File: config.mk
export PLATFORM = sky130hd
export DESIGN_NAME = ks_multiword_sequencer_flat
export DESIGN_NICKNAME = d
export VERILOG_FILES = /design/src/rtl/ks_multiword_sequencer_if.sv /design/src/rtl/ks_multiword_sequencer.sv /design/src/flat_wrapper.sv
export SDC_FILE = /design/constraint.sdc
export NUM_CORES = 1
export LEC_CHECK = 0
export ABC_CLOCK_PERIOD_IN_PS = 4850
export CORE_ASPECT_RATIO = 0.5
export CORE_MARGIN = 8
export CORE_UTILIZATION = 53
export DETAILED_ROUTE_END_ITERATION = 10
export PLACE_DENSITY = 0.89
export SYNTH_ARGS = -nofsm -noshare
export SYNTH_HDL_FRONTEND = slang
export SYNTH_SLANG_ARGS = --single-unit
File: constraint.sdc
create_clock -name clk -period 4.85 [get_ports clk]
set_input_delay 0.97 -clock clk [delete_from_list [all_inputs] [get_ports clk]]
set_output_delay 0.97 -clock clk [all_outputs]
set_load 0.03 [all_outputs]
File: src/rtl/ks_multiword_sequencer_if.sv
// Operand/result handshake and word-adder port bundle for ks_multiword_sequencer.
// The sub line exists only when KS_SEQ_SUB_EN is defined.
interface ks_multiword_sequencer_if #(
  parameter int WORD_W = 32,
  parameter int NWORDS = 4
);
  logic                     in_valid;
  logic                     in_ready;
  logic [WORD_W*NWORDS-1:0] a_in;
  logic [WORD_W*NWORDS-1:0] b_in;
  logic                     cin;
`ifdef KS_SEQ_SUB_EN
  logic                     sub;
`endif
  logic                     out_valid;
  logic                     out_ready;
  logic [WORD_W*NWORDS-1:0] sum_out;
  logic                     cout_out;
  logic [WORD_W-1:0]        add_a;
  logic [WORD_W-1:0]        add_b;
  logic                     add_cin;
  logic [WORD_W-1:0]        add_sum;
  logic                     add_cout;

  modport master (
`ifdef KS_SEQ_SUB_EN
    output sub,
`endif
    output in_valid, a_in, b_in, cin, out_ready, add_sum, add_cout,
    input  in_ready, out_valid, sum_out, cout_out, add_a, add_b, add_cin
  );

  modport slave (
`ifdef KS_SEQ_SUB_EN
    input  sub,
`endif
    input  in_valid, a_in, b_in, cin, out_ready, add_sum, add_cout,
    output in_ready, out_valid, sum_out, cout_out, add_a, add_b, add_cin
  );
endinterface

File: src/rtl/ks_multiword_sequencer.sv
// Wide add (A-B too when KS_SEQ_SUB_EN is defined) on one registered word adder, LSW first, with the carry chained.
// Latency NWORDS+2 from accept to out_valid; one op in flight, in_ready low until the result is taken.
module ks_multiword_sequencer #(
  parameter int WORD_W = 32,
  parameter int NWORDS = 4
) (
  input  logic                     clk,
  input  logic                     resetn,
  ks_multiword_sequencer_if.slave  bus
);
  localparam int CW = (NWORDS > 1) ? $clog2(NWORDS) : 1;
  localparam logic [CW-1:0] KLAST = CW'(NWORDS - 1);

  typedef enum logic [1:0] {IDLE, ISSUE, DRAIN, DONE} state_t;

  state_t                         state, state_nxt;
  logic [NWORDS-1:0][WORD_W-1:0]  a_q, b_q, sum_q;
  logic                           cin_q, sub_q, cout_q;
  logic [CW-1:0]                  k, m;
  logic                           sub_in;

`ifdef KS_SEQ_SUB_EN
  assign sub_in = bus.sub;
`else
  assign sub_in = 1'b0;
`endif

  assign bus.sum_out  = sum_q;
  assign bus.cout_out = cout_q;

  always_ff @(posedge clk or negedge resetn) begin
    if (!resetn) state <= IDLE;
    else         state <= state_nxt;
  end

  always_comb begin
    state_nxt     = state;
    bus.in_ready  = 1'b0;
    bus.out_valid = 1'b0;
    bus.add_a     = '0;
    bus.add_b     = '0;
    bus.add_cin   = 1'b0;
    case (state)
      IDLE: begin
        bus.in_ready = 1'b1;
        if (bus.in_valid) state_nxt = ISSUE;
      end
      ISSUE: begin
        bus.add_a = a_q[k];
        bus.add_b = sub_q ? ~b_q[k] : b_q[k];
        // Word 0 never looks at the adder's cout, so a leftover carry cannot leak in.
        bus.add_cin = (k == '0) ? (sub_q | cin_q) : bus.add_cout;
        if (k == KLAST) state_nxt = DRAIN;
      end
      DRAIN: state_nxt = DONE;
      DONE: begin
        bus.out_valid = 1'b1;
        if (bus.out_ready) state_nxt = IDLE;
      end
      default: state_nxt = IDLE;
    endcase
  end

  always_ff @(posedge clk or negedge resetn) begin
    if (!resetn) begin
      a_q    <= '0;
      b_q    <= '0;
      cin_q  <= 1'b0;
      sub_q  <= 1'b0;
      k      <= '0;
      m      <= '0;
      sum_q  <= '0;
      cout_q <= 1'b0;
    end else begin
      case (state)
        IDLE: begin
          if (bus.in_valid) begin
            a_q    <= bus.a_in;
            b_q    <= bus.b_in;
            cin_q  <= bus.cin;
            sub_q  <= sub_in;
            k      <= '0;
            m      <= '0;
            sum_q  <= '0;
            cout_q <= 1'b0;
          end
        end
        ISSUE: begin
          if (k != KLAST) k <= k + 1'b1;
          // The adder output lags issue by one cycle: word k-1 lands while word k goes out.
          if (k != '0) begin
            sum_q[m] <= bus.add_sum;
            m        <= m + 1'b1;
          end
        end
        DRAIN: begin
          sum_q[m] <= bus.add_sum;
          cout_q   <= bus.add_cout;
        end
        default: ;
      endcase
    end
  end
endmodule

File: src/flat_wrapper.sv
// flat-port wrapper written by rule: the top's interface ports become plain ports
module ks_multiword_sequencer_flat 
#(
  parameter int WORD_W = 32,
  parameter int NWORDS = 4
)
  (clk, resetn, bus_in_valid, bus_a_in, bus_b_in, bus_cin, bus_out_ready, bus_add_sum, bus_add_cout, bus_in_ready, bus_out_valid, bus_sum_out, bus_cout_out, bus_add_a, bus_add_b, bus_add_cin);
  ks_multiword_sequencer_if #(.WORD_W(WORD_W), .NWORDS(NWORDS)) bus_i ();
  input  logic clk;
  input  logic resetn;
  input wire logic [$bits(bus_i.in_valid)-1:0] bus_in_valid;
  input wire logic [$bits(bus_i.a_in)-1:0] bus_a_in;
  input wire logic [$bits(bus_i.b_in)-1:0] bus_b_in;
  input wire logic [$bits(bus_i.cin)-1:0] bus_cin;
  input wire logic [$bits(bus_i.out_ready)-1:0] bus_out_ready;
  input wire logic [$bits(bus_i.add_sum)-1:0] bus_add_sum;
  input wire logic [$bits(bus_i.add_cout)-1:0] bus_add_cout;
  output wire logic [$bits(bus_i.in_ready)-1:0] bus_in_ready;
  output wire logic [$bits(bus_i.out_valid)-1:0] bus_out_valid;
  output wire logic [$bits(bus_i.sum_out)-1:0] bus_sum_out;
  output wire logic [$bits(bus_i.cout_out)-1:0] bus_cout_out;
  output wire logic [$bits(bus_i.add_a)-1:0] bus_add_a;
  output wire logic [$bits(bus_i.add_b)-1:0] bus_add_b;
  output wire logic [$bits(bus_i.add_cin)-1:0] bus_add_cin;
  assign bus_i.in_valid = bus_in_valid;
  assign bus_i.a_in = bus_a_in;
  assign bus_i.b_in = bus_b_in;
  assign bus_i.cin = bus_cin;
  assign bus_i.out_ready = bus_out_ready;
  assign bus_i.add_sum = bus_add_sum;
  assign bus_i.add_cout = bus_add_cout;
  assign bus_in_ready = bus_i.in_ready;
  assign bus_out_valid = bus_i.out_valid;
  assign bus_sum_out = bus_i.sum_out;
  assign bus_cout_out = bus_i.cout_out;
  assign bus_add_a = bus_i.add_a;
  assign bus_add_b = bus_i.add_b;
  assign bus_add_cin = bus_i.add_cin;
  ks_multiword_sequencer #(.WORD_W(WORD_W), .NWORDS(NWORDS)) u_core (.clk(clk), .resetn(resetn), .bus(bus_i));
endmodule
==> Yosys cells after proc, flatten, opt, wreduce, memory -nomap -nowiden <==
Index checks and enable logic that the tools add are counted.
{ "word_totals": {"ff_bits": 392, "out_inout_bits": 196} }
{ "classes": {"n_addsub": 2, "order_cmp": 3, "eq_ne": 10, "muxes": 27, "n_reduce_logical": 13} }
{ "ops": {"columns": ["op", "n"], "rows": [
  ["$pmux 128 s3", 1],
  ["$mux 128", 2],
  ["$mux 32", 5],
  ["$bmux 32 s2", 2],
  ["$bwmux 128", 1],
  ["$demux 32 s2", 1],
  ["$mux 2", 6],
  ["$reduce_and 3->1", 4],
  ["$pmux 2 s2", 2],
  ["$pmux 2 s4", 1],
  ["$eq 2x2->1 const B", 3],
  ["$lt 2x3->1 const B", 2],
  ["$ne 2x1->1 const B", 3],
  ["$ne 2x2->1 const B", 3],
  ["$reduce_bool 2->1", 3],
  ["$mux 1", 5],
  ["$add 2x1->2 const B", 2],
  ["$logic_not 2->1", 2],
  ["$reduce_and 2->1", 2],
  ["$reduce_bool 3->1", 1],
  ["$eq 2x1->1 const B", 1],
  ["$ge 2x1->1 const B", 1],
  ["$pmux 1 s2", 1],
  ["$logic_and 1x1->1", 1]
]} }

==> Depth between registers and ports, before layout <==
Gate-level depths: netlist of run 1.
{ "depth": {"ltp_word": 7, "depth_mapped": 9, "ltp_nobuf": 5} }

==> Worst setup path after synthesis of run 1 <==
No wires, ideal clock.
{ "synth_path": {"path_kind": "register to output", "startpoint": "register u_core.k[1]", "endpoint": "output bus_add_cin", "t_arrival_ps": 1741, "required_time_ps": 3880, "slack_ps": 2139, "path_stages_with_launch": 7, "path_buffers": 2, "path_cell_list": "dfrtp_1 > clkbuf_1 > buf_2 > inv_1 > ha_1 > mux2i_1 > nor2b_1"} }
{ "synth_via": {"elab_chain_len": 3} }
{ "synth_lines": {"columns": ["element", "line_no", "rtl"], "rows": [
  ["start, declared", "ks_multiword_sequencer.sv:19", "logic [CW-1:0] k, m;"],
  ["start signal, assigned", "ks_multiword_sequencer.sv:89", "if (k != KLAST) k <= k + 1'b1;"],
  ["$logic_not 2->1", "ks_multiword_sequencer.sv:52", "bus.add_cin = (k == '0) ? (sub_q | cin_q) : bus.add_cout;"],
  ["$mux 1", "ks_multiword_sequencer.sv:52", null],
  ["$mux 1", "ks_multiword_sequencer.sv:43", "case (state)"],
  ["end, declared", "flat_wrapper.sv:24", "output wire logic [$bits(bus_i.add_cin)-1:0] bus_add_cin;"]
]} }
No other way between the ends.

==> Worst setup path after layout of run 1 <==
{ "layout_path": {"startpoint": "register u_core.k[0]", "endpoint": "output bus_add_b[11]"} }
{ "layout_via": {"elab_chain_len": 3} }
{ "layout_lines": {"columns": ["element", "line_no", "rtl"], "rows": [
  ["$bmux 32 s2", "ks_multiword_sequencer.sv:50", "bus.add_b = sub_q ? ~b_q[k] : b_q[k];"],
  ["$mux 32 (not written as such)", "ks_multiword_sequencer.sv:50", null],
  ["$mux 32", "ks_multiword_sequencer.sv:43", null],
  ["end, declared", "flat_wrapper.sv:23", "output wire logic [$bits(bus_i.add_b)-1:0] bus_add_b;"]
]} }
No other way between the ends. The select of a mux whose other input is x is not followed.

==> impl_metrics.env, run 1 <==
export IMPL_status="complete, no violations"
export IMPL_postSynthAreaPerCell_um2=14.7
export IMPL_fmax_mhz=244
export IMPL_initial_utilization=0.537
export IMPL_synth_xor_area_frac=0
export IMPL_worst_setup_path_end_kind="primary output"
export IMPL_wl_per_cell_um=26.6
export IMPL_required_ns=3.88
export IMPL_r2r_start="u_core.state[1]"
export IMPL_crit_chain="buf_4 > mux4_2 > and2_1 > clkdlybuf4s50_1"
export IMPL_clockBufferDepth=3
export IMPL_min_period_ns=4.09
export IMPL_cap_violations=0
export IMPL_die_area_um2=41400
export IMPL_htreeDepth=2
export IMPL_synth_main_ff_cell="dfrtp_1"
export IMPL_path_delay_family="buffers and inverters"
export IMPL_r2r_end="u_core.bus.sum_out[81]"
export IMPL_use_met2=0.480
export IMPL_finalMaxSlewViolations=0
export IMPL_crit_end="bus_add_b[11]"
export IMPL_crit_type="flip-flop to primary output"
export IMPL_ys_ff_latch=392
export IMPL_use_met1=0.312
export IMPL_drc=0
export IMPL_finalNetCount=1988
export IMPL_critPathLaunch="u_core.k[0]"
export IMPL_syn_nets=1563
export IMPL_synth_common_cells="392 x dfrtp_1, 258 x mux2_2, 127 x o21ai_1"
export IMPL_grt_pass1_wl_um=88600
export IMPL_hold_buffers=0
export IMPL_root_buffer="clkbuf_16"
export IMPL_p_per_area_nw_per_um2=672
export IMPL_slowest_stage="dfrtp_4"
export IMPL_synth_top_area_frac=0.532
export IMPL_ir_worst_vdd_v=0.000527
export IMPL_hp_class="flip-flop to flip-flop"
export IMPL_start_kind="flip-flop"
export IMPL_r2r_slack_ns=1.79
export IMPL_cts_setup_buffers=0
export IMPL_yosys_area_top_type="dfrtp_1"
export IMPL_syn_inst=1257
export IMPL_drive_above_1_share=0.307
export IMPL_syn_area_um2=18400
export IMPL_post_cts_resize_count=0
export IMPL_finalCritPeriodShare=0.844
export IMPL_grtUsageMet3=0.0565
export IMPL_grt_busiest_layer="met2"
export IMPL_synthArstFlopShare=1.00
export IMPL_core_area_um2=34400
export IMPL_cts_sinks=392
export IMPL_grt_max_degree=141
export IMPL_first_pass_iters=5
export IMPL_setup_violations=0
export IMPL_viasPerCell=6.00
export IMPL_row_count=48
export IMPL_reg2reg_depth=7
export IMPL_slew_headroom=0.262
export IMPL_synth_compound_area_share=0.139
export IMPL_yosysSeqAreaShare=0.532
export IMPL_yosysWarnings=0
export IMPL_synth_edff_count=0
export IMPL_antenna_found_initial=17
export IMPL_cp_max_fo=30
export IMPL_synthAdderAreaFrac=0.00815
export IMPL_ys_top_cells_by_area="dfrtp_1 53%, mux2_2 16%, o41ai_2 8.7%, mux4_2 7.8%, o21ai_1 3.4%"
export IMPL_place_congestion=0.942
export IMPL_cts_tree="done"
export IMPL_detail_route_wirelength_um=58400
export IMPL_rsz0062_at_grt="false"
export IMPL_die_h_um=148
export IMPL_drtIter0Drc=915
export IMPL_die_w_um=280
export IMPL_track_usage=0.275
export IMPL_ys_types=30
export IMPL_cp_data_arrival_time_ns=3.12
export IMPL_final_setup_skew_ns=0.00802
export IMPL_synthSimpleGateAreaFrac=0.0395
export IMPL_grt_overflow=0
export IMPL_muxShareOfSynthArea=0.239
export IMPL_worst_slew_pin_slew_ns=1.11
export IMPL_cpPeakStageDelay_ns=0.85
export IMPL_ant_nets=0
export IMPL_clk_latency_ns=0.53
export IMPL_path_buf_inv=2
export IMPL_syn_to_final_growth_pct=35.1
export IMPL_synth_top_family_by_area="multiplexers"
export IMPL_cts_inserted_buffers=37
export IMPL_port_buffers=489
export IMPL_clkTransAtPathRegs_ns=0.06
export IMPL_hold_violations=0
export IMPL_leakage_nw=9.98
export IMPL_dp_hpwl_um=40800
export IMPL_yosys_cell_count_top_type="dfrtp_1"
export IMPL_finalSetupTns_ns=0
export IMPL_whs_ns=0.500
export IMPL_final_util=0.725
export IMPL_vias=13200
export IMPL_grt_pass1_vias=14600
export IMPL_path_depth=4
export IMPL_io_pins=490
-- per-stage QoR --
| step | setup WS [ns] | cells | power (W) | cell area, um^2 |
|---|---|---|---|---|
| floorplan | 2.14 | 1257 | 0.0110 | 18400 |
| global placement | 1.31 | 2118 | 0.0133 | 23600 |
| detailed placement | 1.28 | 2118 | 0.0137 | 23600 |
| CTS | 0.687 | 2181 | 0.0167 | 24900 |
| global route | 0.582 | 2196 | 0.0175 | 24900 |
| finish | 0.758 | 2196 | 0.0167 | 24900 |
-- power by group --
part / switching [W] / total, W / internal [W]
clock network: 0.00127 / 0.00302 / 0.00176
logic: 0.00460 / 0.00815 / 0.00355
registers: 0.000916 / 0.00556 / 0.00465
-- cells in the final DEF, fill, tap and decap left out, types with 29 or more instances in the layout --
cell type,synthesis,final
o21ai_1,127,127
dfrtp_1,392,390
o41ai_1,29,29
clkdlybuf4s50_1,0,488
mux2_2,258,258
o41ai_2,99,99
clkbuf_16,0,37
mux4_2,64,64
nand4_1,32,32
and2_1,64,64
-- per-layer routing --
layer,share of wire,vias up
met4,0.062,6
met3,0.057,219
met5,0.00074,-
li1,-,5628
met2,0.53,546
met1,0.35,6781
-- registers in the layout, summed over array words and instances (netlist names) --
signal,count
u_core.bus.cout_out,1
u_core.bus.sum_out,128
u_core.state,2
u_core.a_q,128
u_core.cin_q,1
u_core.b_q,128
u_core.k,2
u_core.m,2
-- worst min-delay path by stage --
| stage | from | endpoint | cells past startpoint | slack (ns) |
|---|---|---|---|---|
| after detailed placement | u_core.a_q[95] | u_core.a_q[95] | 1 | 0.49 |
| after CTS | u_core.a_q[95] | u_core.a_q[95] | 1 | 0.50 |
| final | u_core.a_q[95] | u_core.a_q[95] | 1 | 0.50 |
| after global routing | u_core.a_q[107] | u_core.a_q[107] | 1 | 0.51 |
| after global placement | u_core.a_q[95] | u_core.a_q[95] | 1 | 0.48 |
| after floorplan | u_core.a_q[95] | u_core.a_q[95] | 1 | 0.47 |
-- kinds of logic after synthesis --
kind of cell,count (synthesis)
compound gates,263
fa+ha+maj,12
buf+inv,141
flops,392
mux,328
simple gates,121
-- area by class of cell --
cell class | count | area, um^2
Clock buffer | 51 | 1070
Clock inverter | 12 | 170
Antenna cell | 15 | 37.5
Fill cell | 2236 | 9460
Tap cell | 475 | 594
Inverter | 8 | 30.0
Timing Repair Buffer | 519 | 5280
Sequential cell | 392 | 9810
Multi-Input combinational cell | 724 | 7900
No activity file was read; power rests on OpenSTA's default activity.
==> run 2, diff against run 1 <==
- ABC_CLOCK_PERIOD_IN_PS: 4850 -> 4030
- CORE_UTILIZATION: 53 -> 49
- PLACE_DENSITY: 0.89 -> 0.84
- clock period: 4.85 -> 4.03 ns (I/O delays scaled with it)
==> impl_metrics.env, run 2 (same netlist as run 1, synthesis figures left out) <==
export IMPL_drc=0
export IMPL_die_area_um2=44500
export IMPL_first_pass_iters=5
export IMPL_final_common_cell="clkdlybuf4s50_1"
export IMPL_finalSetupTns_ns=0
export IMPL_worst_slew_pin_slew_ns=1.09
export IMPL_initial_utilization=0.495
export IMPL_viasPerCell=5.82
export IMPL_clockBufferDepth=3
export IMPL_post_cts_resize_count=0
export IMPL_place_congestion=0.843
export IMPL_grt_pass1_vias=13900
export IMPL_fmax_mhz=289
export IMPL_ant_nets=0
export IMPL_path_buf_inv=3
export IMPL_cpPeakStageDelay_ns=0.68
export IMPL_finalCritPeriodShare=0.859
export IMPL_start_kind="flip-flop"
export IMPL_min_period_ns=3.46
export IMPL_grt_pass1_wl_um=87600
export IMPL_syn_to_final_growth_pct=35.8
export IMPL_cts_sinks=392
export IMPL_drtIter0Drc=928
export IMPL_crit_chain="buf_4 > inv_1 > ha_1 > mux2i_1 > nor2b_1 > clkdlybuf4s50_1"
export IMPL_final_cell_count_no_fill=2227
export IMPL_p_comb_frac=0.489
export IMPL_clk_latency_ns=0.54
export IMPL_track_usage=0.251
export IMPL_die_h_um=153
export IMPL_io_pins=490
export IMPL_hold_buffers=0
export IMPL_pwr_share_seq=0.324
export IMPL_die_w_um=290
export IMPL_drive_above_1_share=0.308
export IMPL_finalMaxSlewViolations=0
export IMPL_intPower_w=0.0121
export IMPL_hp_class="primary input to async pin"
export IMPL_antenna_found_initial=18
export IMPL_root_buffer="clkbuf_16"
export IMPL_pre_cts_slack_ns=1.03
export IMPL_cts_setup_buffers=0
export IMPL_vias=13000
export IMPL_hold_violations=0
export IMPL_port_buffers=489
export IMPL_required_ns=3.22
export IMPL_final_setup_skew_ns=0.0163
export IMPL_power_switching_w=0.00811
export IMPL_row_count=50
export IMPL_ir_worst_vdd_v=0.000836
export IMPL_p_per_area_nw_per_um2=806
export IMPL_wl_per_cell_um=26.0
export IMPL_p_clk_frac=0.187
export IMPL_status="complete, no violations"
export IMPL_cp_max_fo=29
export IMPL_dp_cells=2141
export IMPL_rsz0062_at_grt="false"
export IMPL_slowest_stage="clkdlybuf4s50_1"
export IMPL_finalNetCount=1993
export IMPL_cp_data_arrival_time_ns=2.66
export IMPL_worst_setup_path_end_kind="primary output"
export IMPL_cts_tree="done"
export IMPL_layout_setup_ws_ns=0.568
export IMPL_cts_inserted_buffers=38
export IMPL_crit_type="flip-flop to primary output"
export IMPL_leakage_nw=10.0
export IMPL_dp_hpwl_um=40500
export IMPL_final_cell_mix="488 x clkdlybuf4s50_1, 390 x dfrtp_1, 258 x mux2_2"
export IMPL_slew_headroom=0.274
export IMPL_clkTransAtPathRegs_ns=0.07
export IMPL_grt_overflow=0
export IMPL_switching_share=0.401
export IMPL_core_area_um2=37200
export IMPL_cap_violations=0
export IMPL_setup_violations=0
export IMPL_htreeDepth=2
export IMPL_path_delay_family="buffers and inverters"
export IMPL_grt_max_degree=129
export IMPL_detail_route_wirelength_um=57900
==> run 2: cell count changes in the layout (fill, tap and decap cells not counted), sizes merged <==
cell	change
diode	+3
inv	-1
bufinv	-1
clkbuf	+7
clkinv	-1
buf	+4
clkinvlp	+1
==> run 2: final timing paths <==
check | startpoint | end | slack [ns] | cells after the start
hold / removal | resetn | u_core.a_q[17] | 0.34 | 1
hold reg to reg | u_core.b_q[91] | u_core.b_q[91] | 0.50 | 1
min in group clk | u_core.b_q[91] | u_core.b_q[91] | 0.50 | 1
setup reg to reg | u_core.state[1] | u_core.bus.sum_out[4] | 1.19 | 7
max in group asynchronous | resetn | u_core.bus.sum_out[78] | 2.72 | 2
setup / recovery | u_core.k[1] | bus_add_cin | 0.57 | 6
==> run 2: power by group through the flow <==
stage | registers, W | clock network [W] | logic [W]
finish | 0.00655 | 0.00377 | 0.00988
global route | 0.00671 | 0.00399 | 0.0104
CTS | 0.00651 | 0.00384 | 0.00990
detailed placement | 0.00657 | 0 | 0.00987
global placement | 0.00648 | 0 | 0.00967
floorplan | 0.00675 | 0 | 0.00643
==> run 2: through the flow <==
stage / total power [W] / utilization / hold slack [ns] / area (um^2)
2_1_floorplan: 0.0132 / - / 0.474 / 18400
3_3_place_gp: 0.0162 / 0.636 / 0.481 / 23700
3_5_place_dp: 0.0164 / 0.636 / 0.488 / 23700
4_1_cts: 0.0202 / 0.671 / 0.367 / 25000
5_1_grt: 0.0211 / 0.673 / 0.389 / 25000
6_report: 0.0202 / 0.673 / 0.341 / 25000
==> run 2: layout make-up <==
class                      instances  area (um^2)
antenna                           18         45.0
clock buffer                      58         1180
clock inverter                    10          130
fill                            2617        12200
inverter                           8         30.0
multi-input combinational        724         7900
sequential                       392         9810
tap                              494          618
timing repair buffer             523         5320
==> run 2: routing by layer <==
metal	part of all wire	global-route usage	up-vias	routed length, um
met4	0.043	0.113	0	2480
met1	0.38	0.298	6770	22000
met5	0	0	-	0
met2	0.53	0.452	415	31000
li1	-	-	5655	-
met3	0.043	0.0373	130	2480
==> run 3, diff against run 2 <==
--- a/config.mk
+++ b/config.mk
@@ -8,8 +8,8 @@
 export ABC_CLOCK_PERIOD_IN_PS = 4030
 export CORE_ASPECT_RATIO = 0.5
-export CORE_MARGIN = 8
-export CORE_UTILIZATION = 49
+export CORE_MARGIN = 3
+export CORE_UTILIZATION = 40
 export DETAILED_ROUTE_END_ITERATION = 10
-export PLACE_DENSITY = 0.84
+export PLACE_DENSITY = 0.71
 export SYNTH_ARGS = -nofsm -noshare
 export SYNTH_HDL_FRONTEND = slang
==> constraint.sdc (replaced) <==
create_clock -name clk -period 4.03 [get_ports clk]
set_input_delay 0.806 -clock clk [delete_from_list [all_inputs] [get_ports clk]]
set_output_delay 0.806 -clock clk [all_outputs]
set_load 0.05 [all_outputs]
==> impl_metrics.env, run 3 (same netlist as run 1, synthesis figures left out) <==
export IMPL_layout_setup_ws_ns=0.317
export IMPL_seqCellArea_um2=9820
export IMPL_clkTransAtPathRegs_ns=0.07
export IMPL_cap_violations=0
export IMPL_cts_tree="done"
export IMPL_finalMaxSlewViolations=0
export IMPL_grt_overflow=0
export IMPL_antenna_found_initial=11
export IMPL_r2r_end="u_core.bus.sum_out[52]"
export IMPL_detail_route_wirelength_um=57700
export IMPL_finalNetCount=1996
export IMPL_leakage_nw=10.1
export IMPL_track_usage=0.232
export IMPL_syn_to_final_growth_pct=36.9
export IMPL_row_count=54
export IMPL_drc=0
export IMPL_dp_hpwl_um=40100
export IMPL_post_cts_resize_count=0
export IMPL_hold_violations=0
export IMPL_hold_buffers=0
export IMPL_cts_setup_buffers=0
export IMPL_multiInputGateArea_um2=7900
export IMPL_grt_max_degree=104
export IMPL_grt_pass1_vias=13300
export IMPL_start_kind="flip-flop"
export IMPL_vias=12700
export IMPL_final_common_cell="clkdlybuf4s50_1"
export IMPL_rsz0062_at_grt="false"
export IMPL_final_cell_mix="488 x clkdlybuf4s50_1, 390 x dfrtp_1, 258 x mux2_2"
export IMPL_slew_headroom=0.242
export IMPL_root_buffer="clkbuf_16"
export IMPL_hp_class="primary input to async pin"
export IMPL_die_area_um2=48800
export IMPL_r2r_start="u_core.state[1]"
export IMPL_cts_sinks=392
export IMPL_status="complete, no violations"
export IMPL_worst_slew_pin_slew_ns=1.13
export IMPL_die_w_um=310
export IMPL_setup_violations=0
export IMPL_r2r_slack_ns=1.22
export IMPL_fmax_mhz=269
export IMPL_core_area_um2=44500
export IMPL_io_pins=490
export IMPL_p_per_area_nw_per_um2=843
export IMPL_pre_cts_slack_ns=0.851
export IMPL_ir_worst_vdd_v=0.000655
export IMPL_initial_utilization=0.414
export IMPL_min_period_ns=3.71
export IMPL_drive_above_1_share=0.311
export IMPL_crit_type="flip-flop to primary output"
export IMPL_port_buffers=489
export IMPL_viasPerCell=5.48
export IMPL_worst_setup_path_end_kind="primary output"
export IMPL_reg2reg_depth=7
export IMPL_power_w=0.0213
export IMPL_finalCritPeriodShare=0.921
export IMPL_finalSetupTns_ns=0
export IMPL_htreeDepth=2
export IMPL_cts_inserted_buffers=39
export IMPL_clockBufferDepth=3
export IMPL_ant_nets=0
export IMPL_wl_per_cell_um=24.8
export IMPL_place_congestion=0.859
export IMPL_final_util=0.567
export IMPL_clk_latency_ns=0.54
export IMPL_cp_data_arrival_time_ns=2.91
export IMPL_first_pass_iters=4
export IMPL_whs_ns=0.275
export IMPL_final_setup_skew_ns=0.0136
export IMPL_drtIter0Drc=899
export IMPL_grt_pass1_wl_um=85700
export IMPL_fillers=3603
export IMPL_cp_max_fo=23
export IMPL_required_ns=3.22
export IMPL_die_h_um=158
[run 3: changes by cell type in the layout (fill, tap and decap cells not counted)]
cell / change
dfrtp_4: +1
clkbuf_1: -2
buf_12: +1
dfrtp_2: -1
clkinvlp_4: -1
inv_6: +1
diode_2: -3
bufinv_16: +2
buf_4: +1
clkinv_2: +2
[run 3: final cells by class]
class / count / area share
inverter: 8 / 0.00119
multi-input combinational: 724 / 0.313
tap: 588 / 0.0291
antenna: 15 / 0.00149
timing repair buffer: 525 / 0.212
clock inverter: 14 / 0.00798
sequential: 392 / 0.389
clock buffer: 56 / 0.0464
[run 3: how the worst max path moves through the flow]
stage,startpoint,end,slack (ns)
finish,u_core.k[0],bus_add_a[28],0.32
floorplan,u_core.k[1],bus_add_cin,1.23
global route,u_core.k[0],bus_add_a[28],0.19
CTS,u_core.k[0],bus_add_a[28],0.25
global placement,u_core.k[0],bus_add_a[28],0.84
detailed placement,u_core.k[0],bus_add_a[17],0.85
[run 3: power by group]
part           switching [W]  leakage [nW]  internal (W)
registers            0.00110          4.88       0.00559
logic                0.00632          4.54       0.00430
clock network        0.00161         0.680       0.00235
[run 3: critical path, cell delays in order (launching register included)]
cell and delay, ns:
dfrtp_4 0.63, buf_12 0.28, mux4_2 0.53, and2_1 0.20, clkdlybuf4s50_1 0.71
[run 3: through the flow]
step	instance area, um^2	cells
final	25200	2322
after global routing	25200	2318
after CTS	25200	2307
after detailed placement	23800	2237
after global placement	23800	2237
after floorplan	18400	1257
[run 3: routing by layer]
metal / part of all wire / global-route usage / up-vias
li1: - / - / 5680
met1: 0.40 / 0.292 / 6667
met3: 0.034 / 0.0356 / 106
met2: 0.53 / 0.403 / 262
met5: 0 / 0 / -
met4: 0.037 / 0.0980 / 0
